## config.mk

```make
export PLATFORM = sky130hd
export DESIGN_NAME = demux_scan_ctrl
export DESIGN_NICKNAME = d
export VERILOG_FILES = /design/src/rtl/demux_scan_ctrl.sv
export SDC_FILE = /design/constraint.sdc
export NUM_CORES = 1
export LEC_CHECK = 0
export BUFFER_PORTS_ARGS = -buffer_cell sky130_fd_sc_hd__buf_2
export CAP_MARGIN = 10
export CELL_PAD_IN_SITES_DETAIL_PLACEMENT = 0
export CELL_PAD_IN_SITES_GLOBAL_PLACEMENT = 1
export CORE_MARGIN = 1.5
export CORE_UTILIZATION = 30
export DETAILED_ROUTE_END_ITERATION = 7
export PLACE_DENSITY_LB_ADDON = 0.1
export SYNTH_ARGS = -nofsm -noshare
export SYNTH_HDL_FRONTEND = slang
export SYNTH_SLANG_ARGS = --single-unit
```

## constraint.sdc

```tcl
create_clock -name clk -period 2.2 [get_ports clk]
set_clock_uncertainty 0.15 [all_clocks]
set_input_delay 0.22 -clock clk [delete_from_list [all_inputs] [get_ports clk]]
set_output_delay 0.22 -clock clk [all_outputs]
set_load 0.02 [all_outputs]
```

## src/rtl/demux_scan_ctrl.sv

```systemverilog
// Sequencer feeding demux_1xn: latches an N-bit word, then walks S over channels 0..N-1
// and presents word[S] on D for HOLD cycles per channel, pulsing done at the end.
module demux_scan_ctrl #(
   parameter int unsigned N    = 8,
   parameter int unsigned HOLD = 1,
   localparam int unsigned M   = $clog2(N)
) (
   input  logic         clk,
   input  logic         rst_n,
   input  logic         in_valid,
   output logic         in_ready,
   input  logic [N-1:0] data_in,
   input  logic         abort,
   output logic         D,
   output logic [M-1:0] S,
   output logic         en,
   output logic         busy,
   output logic         done
);

   localparam int unsigned HW = (HOLD > 1) ? $clog2(HOLD) : 1;
   localparam logic [HW-1:0] HOLD_LAST = HW'(HOLD - 1);
   localparam logic [M-1:0]  S_LAST    = M'(N - 1);

   localparam logic [1:0] ST_IDLE = 2'd0;
   localparam logic [1:0] ST_SCAN = 2'd1;
   localparam logic [1:0] ST_DONE = 2'd2;

   logic [1:0]    r_state;
   logic [N-1:0]  r_word;
   logic [HW-1:0] r_hold;
   logic          r_d;
   logic [M-1:0]  r_s;
   logic          r_en;
   logic          r_busy;
   logic          r_done;
   logic [M-1:0]  w_s_next;

   assign w_s_next = r_s + 1'b1;

   always_ff @(posedge clk or negedge rst_n) begin
      if (!rst_n) begin
         r_state <= ST_IDLE;
         r_word  <= '0;
         r_hold  <= '0;
         r_d     <= 1'b0;
         r_s     <= '0;
         r_en    <= 1'b0;
         r_busy  <= 1'b0;
         r_done  <= 1'b0;
      end else begin
         case (r_state)
            ST_IDLE: begin
               // abort on the same edge as a valid word suppresses the accept
               if (in_valid && !abort) begin
                  r_word  <= data_in;
                  r_s     <= '0;
                  r_d     <= data_in[0];
                  r_en    <= 1'b1;
                  r_busy  <= 1'b1;
                  r_hold  <= '0;
                  r_state <= ST_SCAN;
               end
            end
            ST_SCAN: begin
               if (abort) begin
                  r_state <= ST_IDLE;
                  r_d     <= 1'b0;
                  r_s     <= '0;
                  r_en    <= 1'b0;
                  r_busy  <= 1'b0;
                  r_hold  <= '0;
               end else if (r_hold == HOLD_LAST) begin
                  r_hold <= '0;
                  if (r_s == S_LAST) begin
                     r_state <= ST_DONE;
                     r_en    <= 1'b0;
                     r_d     <= 1'b0;
                     r_s     <= '0;
                     r_done  <= 1'b1;
                  end else begin
                     r_s <= w_s_next;
                     r_d <= r_word[w_s_next];
                  end
               end else begin
                  r_hold <= r_hold + 1'b1;
               end
            end
            ST_DONE: begin
               // single-cycle state; abort here lands in the same place
               r_state <= ST_IDLE;
               r_done  <= 1'b0;
               r_busy  <= 1'b0;
            end
            default: begin
               r_state <= ST_IDLE;
               r_d     <= 1'b0;
               r_s     <= '0;
               r_en    <= 1'b0;
               r_busy  <= 1'b0;
               r_done  <= 1'b0;
               r_hold  <= '0;
            end
         endcase
      end
   end

   assign in_ready = (r_state == ST_IDLE);
   assign D        = r_d;
   assign S        = r_s;
   assign en       = r_en;
   assign busy     = r_busy;
   assign done     = r_done;

endmodule

```

; ---- After elaboration in Yosys (flattened, before gate mapping)
; Cells that the tools add are included.
[op_classes]
n_bitwise = 2
n_eq_ne = 10
addsub = 2
order_cmp = 1
reduce_logical = 10
mux = 32
[ops]
columns = cell, n
row1 = $mux W1, 16
row2 = $mux W3, 4
row3 = $pmux W1 S3, 3
row4 = $pmux W3 S3, 1
row5 = $mux W2, 4
row6 = $ne A2 B2 Y1 const B, 4
row7 = $reduce_and A4 Y1, 2
row8 = $ne A3 B3 Y1 const B, 2
row9 = $reduce_and A2 Y1, 3
row10 = $reduce_and A3 Y1, 2
row11 = $lt A3 B4 Y1 const B, 1
row12 = $pmux W1 S2, 2
row13 = $pmux W2 S2, 1
row14 = $add A3 B1 Y3 const B, 1
row15 = $bmux W1 S3, 1
row16 = $eq A3 B3 Y1 const B, 1
row17 = $eq A2 B1 Y1 const B, 1
row18 = $eq A2 B2 Y1 const B, 1
row19 = $logic_not A2 Y1, 1
row20 = $ne A2 B1 Y1 const B, 1
row21 = $not A1 Y1, 2
row22 = $add A1 B1 Y1 const B, 1
row23 = $logic_and A1 B1 Y1, 1
row24 = $logic_not A1 Y1, 1
[totals]
register_bits = 18
elab_cells = 65
out_inout_bits = 8
input_bits = 12

; ---- Logic depth before layout (Yosys ltp)
[depth]
ltp_word = 7
mapped_depth = 6
mapped_depth_nobuf = 6

; ---- Worst setup path after synthesis
; No wires, ideal clock.
[synth_timing]
path_type = register -> register
startpoint = register r_s[0], in the netlist S[0]
endpoint = register r_d, in the netlist D
path_buffers = 0
t_required_ps = 1971
setup_ps = 79
period_less_slack_ps = 2088
arrival_ps = 1858
setup_slack_ps = 112
path_stages_with_launch = 7
path_cell_list = dfrtp_1 ha_1 ha_1 or4b_4 a31oi_1 o211ai_1 a2bb2oi_1
[synth_between]
elab_chain_cells = 7
elab_cells_between_ends = 8
classes_between = add/sub (1) / eq/ne (1) / mux (6)
[synth_lines]
columns = item, line
row1 = "start, declared", 33  ; logic [M-1:0] r_s;
row2 = "start signal, assigned", 82  ; r_s <= w_s_next;
row3 = $add A3 B1 Y3, 39  ; assign w_s_next = r_s + 1'b1;
row4 = $bmux W1 S3, 83  ; r_d <= r_word[w_s_next];
row5 = $mux W1 (implied by the code), 83
row6 = $mux W1 *, 75  ; if (r_s == S_LAST) begin
row7 = $mux W1 *, 73  ; end else if (r_hold == HOLD_LAST) begin
row8 = $mux W1 *, 66  ; if (abort) begin
row9 = $pmux W1 S3 *, 52  ; case (r_state)
row10 = "end signal, assigned", 58  ; r_d <= data_in[0];
row11 = "end signal, assigned", 83
row12 = "end, declared", 32  ; logic r_d;
; Mark *: on every way between the ends. The rest lies on a longest branch, timed or not. The select of a mux whose other input is x is not followed.
; A chain may end at the register's enable or synchronous reset.

; ---- Worst setup path after layout
; Same ends and word-level chain as after synthesis.

==> results.tsv <==
metric	value	unit
outcome	completed	
critical path type	register to register	
area grow syn2layout	30.7	%
R2R depth	6	
dpl hpwl	1.16	mm
row cnt	18	
worst-path maximum fanout	4	
startpoint types	register	
largest net degree at the start of global routing	18	
critical path cell sequence	ha_1, ha_1, or4b_4, a31oi_1, o211ai_1, a2bb2oi_1	
Fin. Hold Viols	0	
final WL	1.60	mm
Critical Path RT	2280	ps
hold_sp	data_in[0]	
Avg Cell Area, Syn	12.1	µm²
Hold EP	r_word[0]	
Net Count, Synth	79	
CP arrival	2100	ps
Nets	111	
Clk Latency, worst-skew pair	300	ps
slowest stage cell, crit path	or4b_4	
maximum VDD drop	352	µV
layout cells sized above 1	0.375	
chip width	54.3	µm
WHS Path Cells	2	
RR Startpoint	S[0]	
Critical Path Max Stage Delay	560	ps
die height	54.3	µm
met3 wire length	72	µm
number of buffers created by CTS	3	
first-pass GRT wire length	2.61	mm
clock sink count	17	
wire per inst	12.7	µm
slew margin rel.	0.733	
highest routed layer	met4	
vias	608	
starting density of the core	0.319	
fill count	267	
Via density	4.83	
Setup WS pre-CTS	193	ps
RePlAce Congestion	0.670	
cell mode on critical path	ha_1	
most frequent cells in the layout	19 x buf_2, 17 x dfrtp_1, 8 x mux2_2, 8 x dlygate4sd3_1	
Max-Cap Viols	0	
Core Util, Final	0.417	
Core Box Area	2480	µm²
Reg2Reg Capture Point	D	
M1 WL	725	µm
Slew Viols, Final	0	
R2R Setup Slk	180	ps
drt drc	0	
filler-free cell count of the finished design	126	
minimum clock period	2020	ps
I/O pin count	20	
post-placement cell count	114	
CTS tree	yes	
area of the mapped netlist	790	µm²
PwrDens	702	nW/µm²
initial antenna violation count	0	
1st-iter DRT viols	3	
Total Neg Setup Slack	0	ps
Root Driver	clkbuf_4	
Final period util	0.918	
Worst-Margin Slew	400	ps
Final ANT Viol Nets	0	
ant diodes	0	
H-Tree Depth	1	
die area	2950	µm²
Max Root-Sink Buffers	2	
Mapped Cells	65	
post-synthesis sequential area ratio	0.539	
# port buffers	19	
Fmax	495	MHz
unrepaired setup endpoints after global routing	false	
Setup crit end kind	register	
Final Worst Setup Slack	180	ps
First-pass DRT Iterations	3	
Min-Delay Path Class	input port to register	
Syn. warnings	0	
vias in the first global route	573	
commonest non-fill, non-tap cell in the layout	buf_2	
Final Setup Violations	0	
leakage power	0.498	nW
register area	425	µm²
Design Power	725	µW
Multi-input gate area	337	µm²
Netlist cell types	25	
hold_ws	23.7	ps
Yosys reg bits	17	
clk slew on worst S/H paths	100	ps
All-Layer GR Usage	0.130	
GRT overflow	0	
final instance area	1030	µm²
met2 wire length	745	µm
placed cell areas	925	µm²
==> cell type report <==
type,count,share of cell area
inverter,4,0.0145
timing repair buffer,29,0.184
sequential,17,0.412
tap,30,0.0364
multi-input combinational,42,0.326
clock inverter,1,0.00485
clock buffer,3,0.0218
==> metal layers <==
metal	track usage	vias to the layer above
met5	0	-
met4	0.0875	0
met3	0.0328	5
met2	0.201	14
met1	0.160	289
li1	-	300
==> cells in the mapped netlist <==
cell	instances	share of area
nand2_1	4	0.019
a31oi_1	1	0.0079
o211ai_1	1	0.0095
nor3_2	1	0.013
nand2b_1	2	0.016
dfrtp_1	17	0.54
a2bb2oi_1	2	0.022
nand3_1	1	0.0063
clkbuf_2	1	0.0063
a21o_1	1	0.0095
and3_1	1	0.0079
a32o_1	1	0.013
o21bai_1	1	0.0095
nor2_1	4	0.019
nand3b_1	1	0.0095
or4b_4	1	0.017
mux2_2	8	0.11
a21boi_0	1	0.0095
mux4_2	1	0.029
inv_1	4	0.019
o21ai_0	3	0.019
a21oi_1	3	0.019
buf_4	1	0.0095
ha_1	2	0.032
mux2i_1	2	0.025
==> worst max-delay path by stage <==
stage	depth (start not counted)	startpoint	slack (ps)	end
after floorplan	6	S[0]	110	D
after global placement	6	S[0]	270	D
after detailed placement	6	S[0]	190	D
after CTS	6	S[0]	160	D
after global routing	6	S[0]	70	D
final	6	S[0]	180	D
==> registers in the layout (all words and copies together), names as in the netlist <==
name     cells
S            3
busy         1
r_state      2
D            1
done         1
en           1
r_word       8
==> worst max-delay path, delay by kind of cell (launching register included) <==
kind,cells,cell delay (ps)
AND/OR/NAND/NOR,1,560
AO/OA/AOI/OAI,3,410
flip-flops,1,400
adder cells (fa/ha/maj),2,420
==> what timing repair did <==
item,in CTS,in global routing
hold buffers,8,0
resized for setup,0,0
hold endpoints to repair,24,0
setup buffers,0,0
==> power breakdown <==
part           internal, mW  switching [mW]  total, mW  leakage, nW
clock network        0.0679           0.104      0.172       0.0177
registers             0.356          0.0251      0.381        0.208
logic                0.0914          0.0803      0.172        0.272
total                 0.515           0.209      0.725        0.498
==> kinds of logic (layout without fill, tap and decap cells) <==
group | count (synthesis) | after routing | synth area share
AOI/OAI and AO/OA | 14 | 14 | 0.119
and+or+nand+nor | 15 | 15 | 0.108
muxes | 11 | 11 | 0.168
adders and majority gates | 2 | 2 | 0.0317
buffers and inverters | 6 | 37 | 0.0349
DFF | 17 | 17 | 0.539
(Power assumes the default switching activity.)
